$ cat src/rtl/count_seg7_driver.sv
`default_nettype none
// ============================================================================
//  Module   : count_seg7_driver
//  Purpose  : Shows a 4-bit counter value on a 4-digit multiplexed common-
//             anode seven-segment display. The digits are, from right to
//             left: decimal units, decimal tens (blank when zero), always
//             blank, and the hex glyph of the value. The decimal point on
//             digit0 flashes for FLASH_FRAMES scan frames after each change.
//  Revision : 1.0 - initial release
// ----------------------------------------------------------------------------
//  Ports
//    clk    in   1  single clock, rising edge
//    reset  in   1  asynchronous reset, active low
//    q      in   4  counter value, asynchronous to clk
//    seg    out  7  segments, active low, seg[6]=a .. seg[0]=g
//    an     out  4  digit enables, active low, an[0] = rightmost digit
//    dp     out  1  decimal point, active low
// ============================================================================
module count_seg7_driver #(
    parameter int SCAN_DIV     = 50000,
    parameter int BLANK_CYC    = 16,
    parameter int FLASH_FRAMES = 8
) (
    input  logic       clk,
    input  logic       reset,
    input  logic [3:0] q,
    output logic [6:0] seg,
    output logic [3:0] an,
    output logic       dp
);

    localparam int SC_W = (SCAN_DIV > 1) ? $clog2(SCAN_DIV) : 1;
    localparam int FC_W = $clog2(FLASH_FRAMES + 1);

    localparam logic [SC_W-1:0] SC_LAST  = SC_W'(SCAN_DIV - 1);
    localparam logic [SC_W-1:0] SC_BLANK = SC_W'(BLANK_CYC);
    localparam logic [SC_W-1:0] SC_ONE   = SC_W'(1);
    localparam logic [FC_W-1:0] FC_LOAD  = FC_W'(FLASH_FRAMES);
    localparam logic [FC_W-1:0] FC_ONE   = FC_W'(1);
    localparam logic [6:0]      SEG_OFF  = 7'h7F;

    typedef enum logic [1:0] {
        DIG0 = 2'd0,
        DIG1 = 2'd1,
        DIG2 = 2'd2,
        DIG3 = 2'd3
    } state_t;

    // Active-high abcdefg glyphs, a in bit 6.
    function automatic logic [6:0] glyph(input logic [3:0] v);
        logic [6:0] g;
        case (v)
            4'h0:    g = 7'h7E;
            4'h1:    g = 7'h30;
            4'h2:    g = 7'h6D;
            4'h3:    g = 7'h79;
            4'h4:    g = 7'h33;
            4'h5:    g = 7'h5B;
            4'h6:    g = 7'h5F;
            4'h7:    g = 7'h70;
            4'h8:    g = 7'h7F;
            4'h9:    g = 7'h7B;
            4'hA:    g = 7'h77;
            4'hB:    g = 7'h1F;
            4'hC:    g = 7'h4E;
            4'hD:    g = 7'h3D;
            4'hE:    g = 7'h4F;
            default: g = 7'h47;
        endcase
        return g;
    endfunction

    state_t          state_q, state_d;
    logic [3:0]      s1_q, s2_q, s3_q;
    logic [3:0]      disp_q, disp_d;
    logic [SC_W-1:0] sc_q, sc_d;
    logic [FC_W-1:0] fc_q, fc_d;
    logic [6:0]      seg_q, seg_d;
    logic [3:0]      an_q, an_d;
    logic            dp_q, dp_d;

    logic            w_accept;
    logic            w_slot_end;
    logic            w_frame_end;
    logic            w_tens;
    logic [3:0]      w_units;
    logic            w_blank;

    // ------------------------------------------------------------------------
    // State registers
    // ------------------------------------------------------------------------
    always_ff @(posedge clk or negedge reset) begin
        if (!reset) begin
            s1_q    <= 4'd0;
            s2_q    <= 4'd0;
            s3_q    <= 4'd0;
            disp_q  <= 4'd0;
            sc_q    <= '0;
            fc_q    <= '0;
            state_q <= DIG0;
            seg_q   <= SEG_OFF;
            an_q    <= 4'b1111;
            dp_q    <= 1'b1;
        end else begin
            s1_q    <= q;
            s2_q    <= s1_q;
            s3_q    <= s2_q;
            disp_q  <= disp_d;
            sc_q    <= sc_d;
            fc_q    <= fc_d;
            state_q <= state_d;
            seg_q   <= seg_d;
            an_q    <= an_d;
            dp_q    <= dp_d;
        end
    end

    // ------------------------------------------------------------------------
    // Next-state and output logic
    // ------------------------------------------------------------------------
    always_comb begin
        state_d = state_q;
        disp_d  = disp_q;
        sc_d    = sc_q + SC_ONE;
        fc_d    = fc_q;
        seg_d   = SEG_OFF;
        an_d    = 4'b1111;
        dp_d    = 1'b1;

        // Two equal consecutive samples at s2/s3 reject a multi-bit value
        // that was only transiently seen while the bus was skewing.
        w_accept    = (s2_q == s3_q) && (s2_q != disp_q);
        w_slot_end  = (sc_q == SC_LAST);
        w_frame_end = w_slot_end && (state_q == DIG3);

        if (w_slot_end) begin
            sc_d = '0;
            case (state_q)
                DIG0:    state_d = DIG1;
                DIG1:    state_d = DIG2;
                DIG2:    state_d = DIG3;
                default: state_d = DIG0;
            endcase
        end

        if (w_accept) begin
            disp_d = s2_q;
        end

        // A new value restarts the flash even if a decrement lands this edge.
        if (w_accept) begin
            fc_d = FC_LOAD;
        end else if (w_frame_end && (fc_q != '0)) begin
            fc_d = fc_q - FC_ONE;
        end

        w_tens  = (disp_q >= 4'd10);
        w_units = w_tens ? (disp_q - 4'd10) : disp_q;

        // Ghosting guard: all digits and segments off at the start of a slot.
        w_blank = (sc_q < SC_BLANK);

        if (!w_blank) begin
            case (state_q)
                DIG0: begin
                    an_d  = 4'b1110;
                    seg_d = ~glyph(w_units);
                    dp_d  = (fc_q == '0);
                end
                DIG1: begin
                    an_d  = 4'b1101;
                    seg_d = w_tens ? ~glyph(4'd1) : SEG_OFF;
                end
                DIG2: begin
                    an_d  = 4'b1011;
                end
                default: begin
                    an_d  = 4'b0111;
                    seg_d = ~glyph(disp_q);
                end
            endcase
        end
    end

    assign seg = seg_q;
    assign an  = an_q;
    assign dp  = dp_q;

endmodule
`default_nettype wire

$ cat config.mk
export PLATFORM = sky130hd
export DESIGN_NAME = count_seg7_driver
export DESIGN_NICKNAME = d
export VERILOG_FILES = /design/src/rtl/count_seg7_driver.sv
export SDC_FILE = /design/constraint.sdc
export NUM_CORES = 1
export LEC_CHECK = 0
export CAP_MARGIN = 20
export CORE_UTILIZATION = 50
export DETAILED_ROUTE_END_ITERATION = 10
export GPL_TIMING_DRIVEN = 1
export PLACE_DENSITY = 0.69
export SLEW_MARGIN = 15
export SYNTH_ARGS = -nofsm -noshare
export SYNTH_HDL_FRONTEND = slang
export SYNTH_SLANG_ARGS = --single-unit
$ cat constraint.sdc
create_clock -name clk -period 7.1 [get_ports clk]
set_clock_uncertainty 0.05 [all_clocks]
set_input_delay 0.71 -clock clk [delete_from_list [all_inputs] [get_ports clk]]
set_output_delay 0.71 -clock clk [all_outputs]
set_load 0.01 [all_outputs]
**Word level (Yosys, flattened, before mapping)**

Memories as Yosys holds them, arrays and structs flattened.
Cells that the tools add are included.

- Order comparisons: 2
- Muxes and demuxes: 16
- Bitwise operators: 2
- Reductions and logical operators: 8
- Eq/ne operators: 6
- Add/subtract/negate cells: 3

Operators by type and width:

| kind | number |
|---|---|
| two-way mux 7 bit | 5 |
| case mux 7 bit (3 select lines) | 1 |
| adder 16 x 1 -> 16 bit (second input constant) | 1 |
| equality test 16 bit (second input constant) | 1 |
| less-than comparator 16 x 5 -> 1 bit (second input constant) | 1 |
| two-way mux 16 bit | 1 |
| two-way mux 4 bit | 4 |
| inverter 7 bit | 2 |
| case mux 4 bit (3 select lines) | 1 |
| two-way mux 6 bit | 1 |
| case mux 2 bit (3 select lines) | 1 |
| equality test 2 bit (second input constant) | 2 |
| equality test 4 bit | 1 |
| greater-or-equal comparator 4 bit (second input constant) | 1 |
| zero test 4 bit | 1 |
| inequality test 4 bit | 1 |
| nonzero test 4 bit | 1 |
| subtractor 4 x 1 -> 4 bit (second input constant) | 1 |
| subtractor 4 bit (second input constant) | 1 |
| logical AND 1 bit | 3 |
| OR reduction 3 bit | 1 |
| equality test 2 x 1 -> 1 bit (second input constant) | 1 |
| zero test 2 bit | 1 |
| two-way mux 1 bit | 2 |
| nonzero test 2 bit | 1 |

- Memories: 2
- ROM bits: 224
- Word-level logic and storage cells: 49
- Flip-flop bits (word level): 50
- Output and inout port bits: 12
- Input bits: 6

Memories:

| name | words | bits a word | rd ports | clocked after Yosys merged registers in | wr ports | RTL line | RTL |
|---|---|---|---|---|---|---|---|
| (name not given) | 16 | 7 | 1 | 0 | 0 | 52 | `case (v)` |
| (name not given) | 16 | 7 | 1 | 0 | 0 | 52 |  |

**Logic depth before layout (Yosys ltp)**

An unclocked memory read counts as a cell.

- Depth after elaboration: 8
- Mapped depth: 11
- Mapped depth without buffers: 10

**Least setup slack after synthesis**

No wires, ideal clock.

- Path kind: register to register
- Start: register disp_q[0]
- End: register seg_q[0], in the netlist seg[0]
- Data required time: 6.971 ns
- Stages on the path, launching flop included: 12
- Setup time: 0.079 ns
- Clock period less this slack: 2.437 ns
- Path buffers: 1
- Arrival: 2.308 ns
- Slack: 4.663 ns
- Cell sequence: dfrtp_1 > clkbuf_1 > inv_1 > ha_1 > nor2_1 > o21ai_0 > ha_1 > a21oi_1 > o21a_1 > o31ai_1 > a21oi_1 > o21ai_0

- Word-level cells in the longest chain between the ends: 8
- Elaborated cells on any way between the ends: 13
- Those cells by class: 1 x add/sub; 1 x order compare; 7 x mux; 2 x bitwise; 2 x memory

RTL lines:

| what | RTL line | RTL |
|---|---|---|
| start, declared | 75 | `logic [3:0] disp_q, disp_d;` |
| start signal, assigned | 108 | `disp_q <= disp_d;` |
| subtractor 4 bit or greater-or-equal comparator 4 bit (tied branches) | 158, 157 |  |
| two-way mux 4 bit | 158 | `w_units = w_tens ? (disp_q - 4'd10) : disp_q;` |
| memory read (16 x 7 bit) | -- |  |
| two-way mux 7 bit | 164 | `case (state_q)` |
| two-way mux 7 bit | 163 | `if (!w_blank) begin` |
| inverter 7 bit | 167 | `seg_d = ~glyph(w_units);` |
| case mux 7 bit (3 select lines) * | 164 |  |
| two-way mux 7 bit * | 163 |  |
| via seg_d[0] | 78 | `logic [6:0] seg_q, seg_d;` |
| end signal, assigned | 112 | `seg_q <= seg_d;` |
| end, declared | 78 |  |

Mark *: on every way through the listed nets, which the timed path passes. The rest lies on a longest branch. The select of a mux whose other input is x is not followed.
A chain may end at the register's enable or synchronous reset.

**Final worst setup path**

Same ends and word-level chain as after synthesis.

==> metrics.md <==
| Metric | Value |
|---|---|
| Run status | complete, no violations |
| Post-DR vias/cell | 5.56 |
| Setup repair after global routing missed its margin | no |
| Post-synthesis instance area | 0.00288 mm2 |
| Area contributors post-synth | dfrtp_1 33%, dfstp_2 11%, ha_1 9.1%, xnor2_1 5.5%, nand2_1 3.3% |
| Sequential cell area fraction in the yosys report | 44.0% |
| Cts bufs inserted | 5 |
| Worst endpoint required time | 7.27 ns |
| Post-route ant nets | 0 |
| Initial DRC Count | 161 |
| Commonest non-fill, non-tap cell in the layout | dfrtp_1 |
| Grt ovf | 0 |
| Transition at the pin with the smallest max-transition slack | 0.816 ns |
| Ant diodes | 0 |
| Die Y | 77.8 um |
| Gate count of the mapped netlist | 286 |
| Pin count of the biggest net entering global routing | 51 |
| Worst slew margin relative to its limit | 45.6% |
| Yosys cell types | 56 |
| Class of the worst hold path | reg -> reg |
| Capturing element type of the critical path | register |
| Remaining DRCs | 0 |
| Top cell type by total area after synthesis | dfrtp_1 |
| Storage cell area | 0.00127 mm2 |
| Syn Nets | 313 |
| Die W | 77.8 um |
| Core Area | 0.00554 mm2 |
| Initial core utilization | 51.9% |
| Pre-CTS worst setup slack | 4.24 ns |
| Clock tree root buffer cell | clkbuf_8 |
| WL/cell | 14.6 um |
| Ratio of cells with drive above 1 in the final layout | 12.0% |
| Gpl congestion | 0.913 |
| Worst hold path stage count | 0 |
| Startpoint-to-endpoint class of the critical path | reg -> reg |
| Beginning of the worst hold path | s1_q[1] |
| Destination of the worst hold path | s2_q[1] |
| Leak pwr | 1.38 nW |
| Mean instance size in the synthesized netlist | 10.1 um2 |
| Top-level I/O count | 18 |
| Peak ir drop on the vdd network | 151 uV |
| FF-to-FF setup slack | 4.20 ns |
| Total Negative Setup Slacks | 0 ns |
| Post-route minimum period | 2.90 ns |
| Ratio of final minimum period to clock period | 40.9% |
| CTS Hold Bufs | 0 |
| Worst hold slack | 0.306 ns |
| Highest net fanout along the worst path | 13 |
| Postcts setup bufs | 0 |
| Maxcap violations | 0 |
| Pwr per Cell Area | 312 mW/mm2 |
| Fmax achieved | 0.344 GHz |
| Total wirelength of the detailed-routed design | 5430 um |
| H-Tree Level Count | 2 |
| Final worst slack | 4.20 ns |
| Flop and latch count out of synthesis | 50 |
| Number of clock sinks seen by CTS | 50 |
| Area share of the largest cell type after synthesis | 33.1% |
| Quantity of I/O buffers inserted on ports | 17 |
| Final core utilization | 57.2% |
| Die outline area | 0.00606 mm2 |
| CTS tree | built |
| Number of cells on the worst reg-to-reg path | 10 |
| Overall via count from detail_route | 2067 |
| Total of endpoints with negative setup slack in the final report | 0 |
| All-Layer GR Usage | 19.7% |
| Reg-to-reg endpoint | seg[0] |
| Proportion of register bits with asynchronous set or reset after synthesis | 100% |
| Total cell area at the placement stage | 0.00307 mm2 |
| Top library cells by usage in the layout, fill and taps aside | 38 x dfrtp_1, 25 x nand2_1, 21 x ha_1, 18 x nor2_1, 18 x xnor2_1 |
| Element type at the critical path start | register |
| Iteration count of the initial detailed-routing pass | 4 |
| CP max stage cell | dfrtp_1 |
| Slew Limit Fails | 0 |
| Critical R2R Launch | disp_q[0] |
| Arr. time, crit path | 3.08 ns |
| Total of warnings raised by yosys | 0 |
| Vias in the first global route | 1897 |
| Finished Cell Area | 0.00317 mm2 |
| Hold Vio Cnt, Final | 0 |
| Post-layout nets | 326 |
| Combined area of the multi-input logic cells | 0.00150 mm2 |
| Clock transition at the register clock pins on the worst setup and hold paths after CTS | 0.10 ns |
| Floorplan row count | 27 |
| Number of filler instances in the final layout | 493 |
| Resized Gates After CTS | 0 |
| P&R area growth vs syn | 10.3% |
| Critical path, cell by cell | inv_1, ha_1, nor2_1, o21ai_0, ha_1, a21oi_1, o21a_1, o31ai_1, a21oi_1, o21ai_0 |
| Initial antenna violation count | 0 |
| Max clock buf depth | 2 |
| Global-route wire length before repair | 9340 um |
| Longest individual stage delay on the worst path | 0.54 ns |
| Clock network latency to the later pin of the worst-skew pair | 0.31 ns |
| HPWL after DPL | 3840 um |
| Post-synth top flop | dfrtp_1 |
| Number of synthesized flops with an enable pin | 0 |
==> Yosys cell counts (7+ instances only) <==
cell     number
a21oi_1      10
dfrtp_1      38
dfstp_2      12
ha_1         21
inv_1        12
nand2_1      25
nand3_1      12
nor2_1       18
nor3_1        7
o21ai_0      14
xnor2_1      18
xor2_1        8
==> critical path, delay by kind of cell, from the launching register on <==
family          cells  cell delay (ns)
simple gates        1             0.08
flops               1             0.54
compound gates      6             1.19
fa+ha+maj           2             0.65
buf+inv             1             0.30
==> cell families after synthesis <==
| kind of cell | share of synthesized area (%) |
|---|---|
| muxes | 2.26 |
| buffers and inverters | 3.83 |
| adders and majority gates | 9.14 |
| AOI/OAI and AO/OA | 13.3 |
| xor gates and xnor gates | 7.92 |
| DFF | 44.0 |
| and+or+nand+nor | 19.5 |
==> sequential cells by signal, indices dropped and copies added (netlist names) <==
signal and cells:
seg 7, state_q 2, sc_q 16, fc_q 4
s2_q 4, s3_q 4, s1_q 4, dp 1
an 4, disp_q 4
==> metrics by stage <==
stage	instances	power, mW
after floorplan	286	0.702
after global placement	364	0.811
after detailed placement	364	0.809
after CTS	372	0.993
after global routing	372	1.06
final	372	0.990
==> layout make-up <==
cell class,instances,area share (%)
flip-flops and latches,50,39.9
well taps,72,2.84
multi-input cells,212,47.3
repair buffers,18,5.44
clock buffers,6,2.60
clock inverters,2,0.513
inverters,12,1.42
==> report_power, final <==
group	leakage (nW)	internal, mW	total, mW	switching [mW]
registers	0.601	0.332	0.393	0.0609
clock network	0.0478	0.0805	0.182	0.102
logic	0.734	0.194	0.416	0.222
total	1.38	0.606	0.990	0.384
==> routing by layer <==
| layer | wire (um) | GRT usage, % | share of wire [%] |
|---|---|---|---|
| met1 | 2750 | 28.8 | 51 |
| met2 | 2400 | 29.6 | 44 |
| met3 | 194 | 3.18 | 3.6 |
| met4 | 89 | 6.79 | 1.6 |
| met5 | 0 | 0 | 0 |
==> worst max-delay path by stage <==
stage	startpoint	to	depth (start not counted)
finish	disp_q[0]	seg[0]	10
global route	disp_q[0]	seg[0]	10
CTS	disp_q[0]	seg[0]	10
detailed placement	disp_q[0]	seg[0]	10
global placement	disp_q[0]	seg[0]	10
floorplan	disp_q[0]	seg[0]	11
No activity file was read; power rests on OpenSTA's default activity.
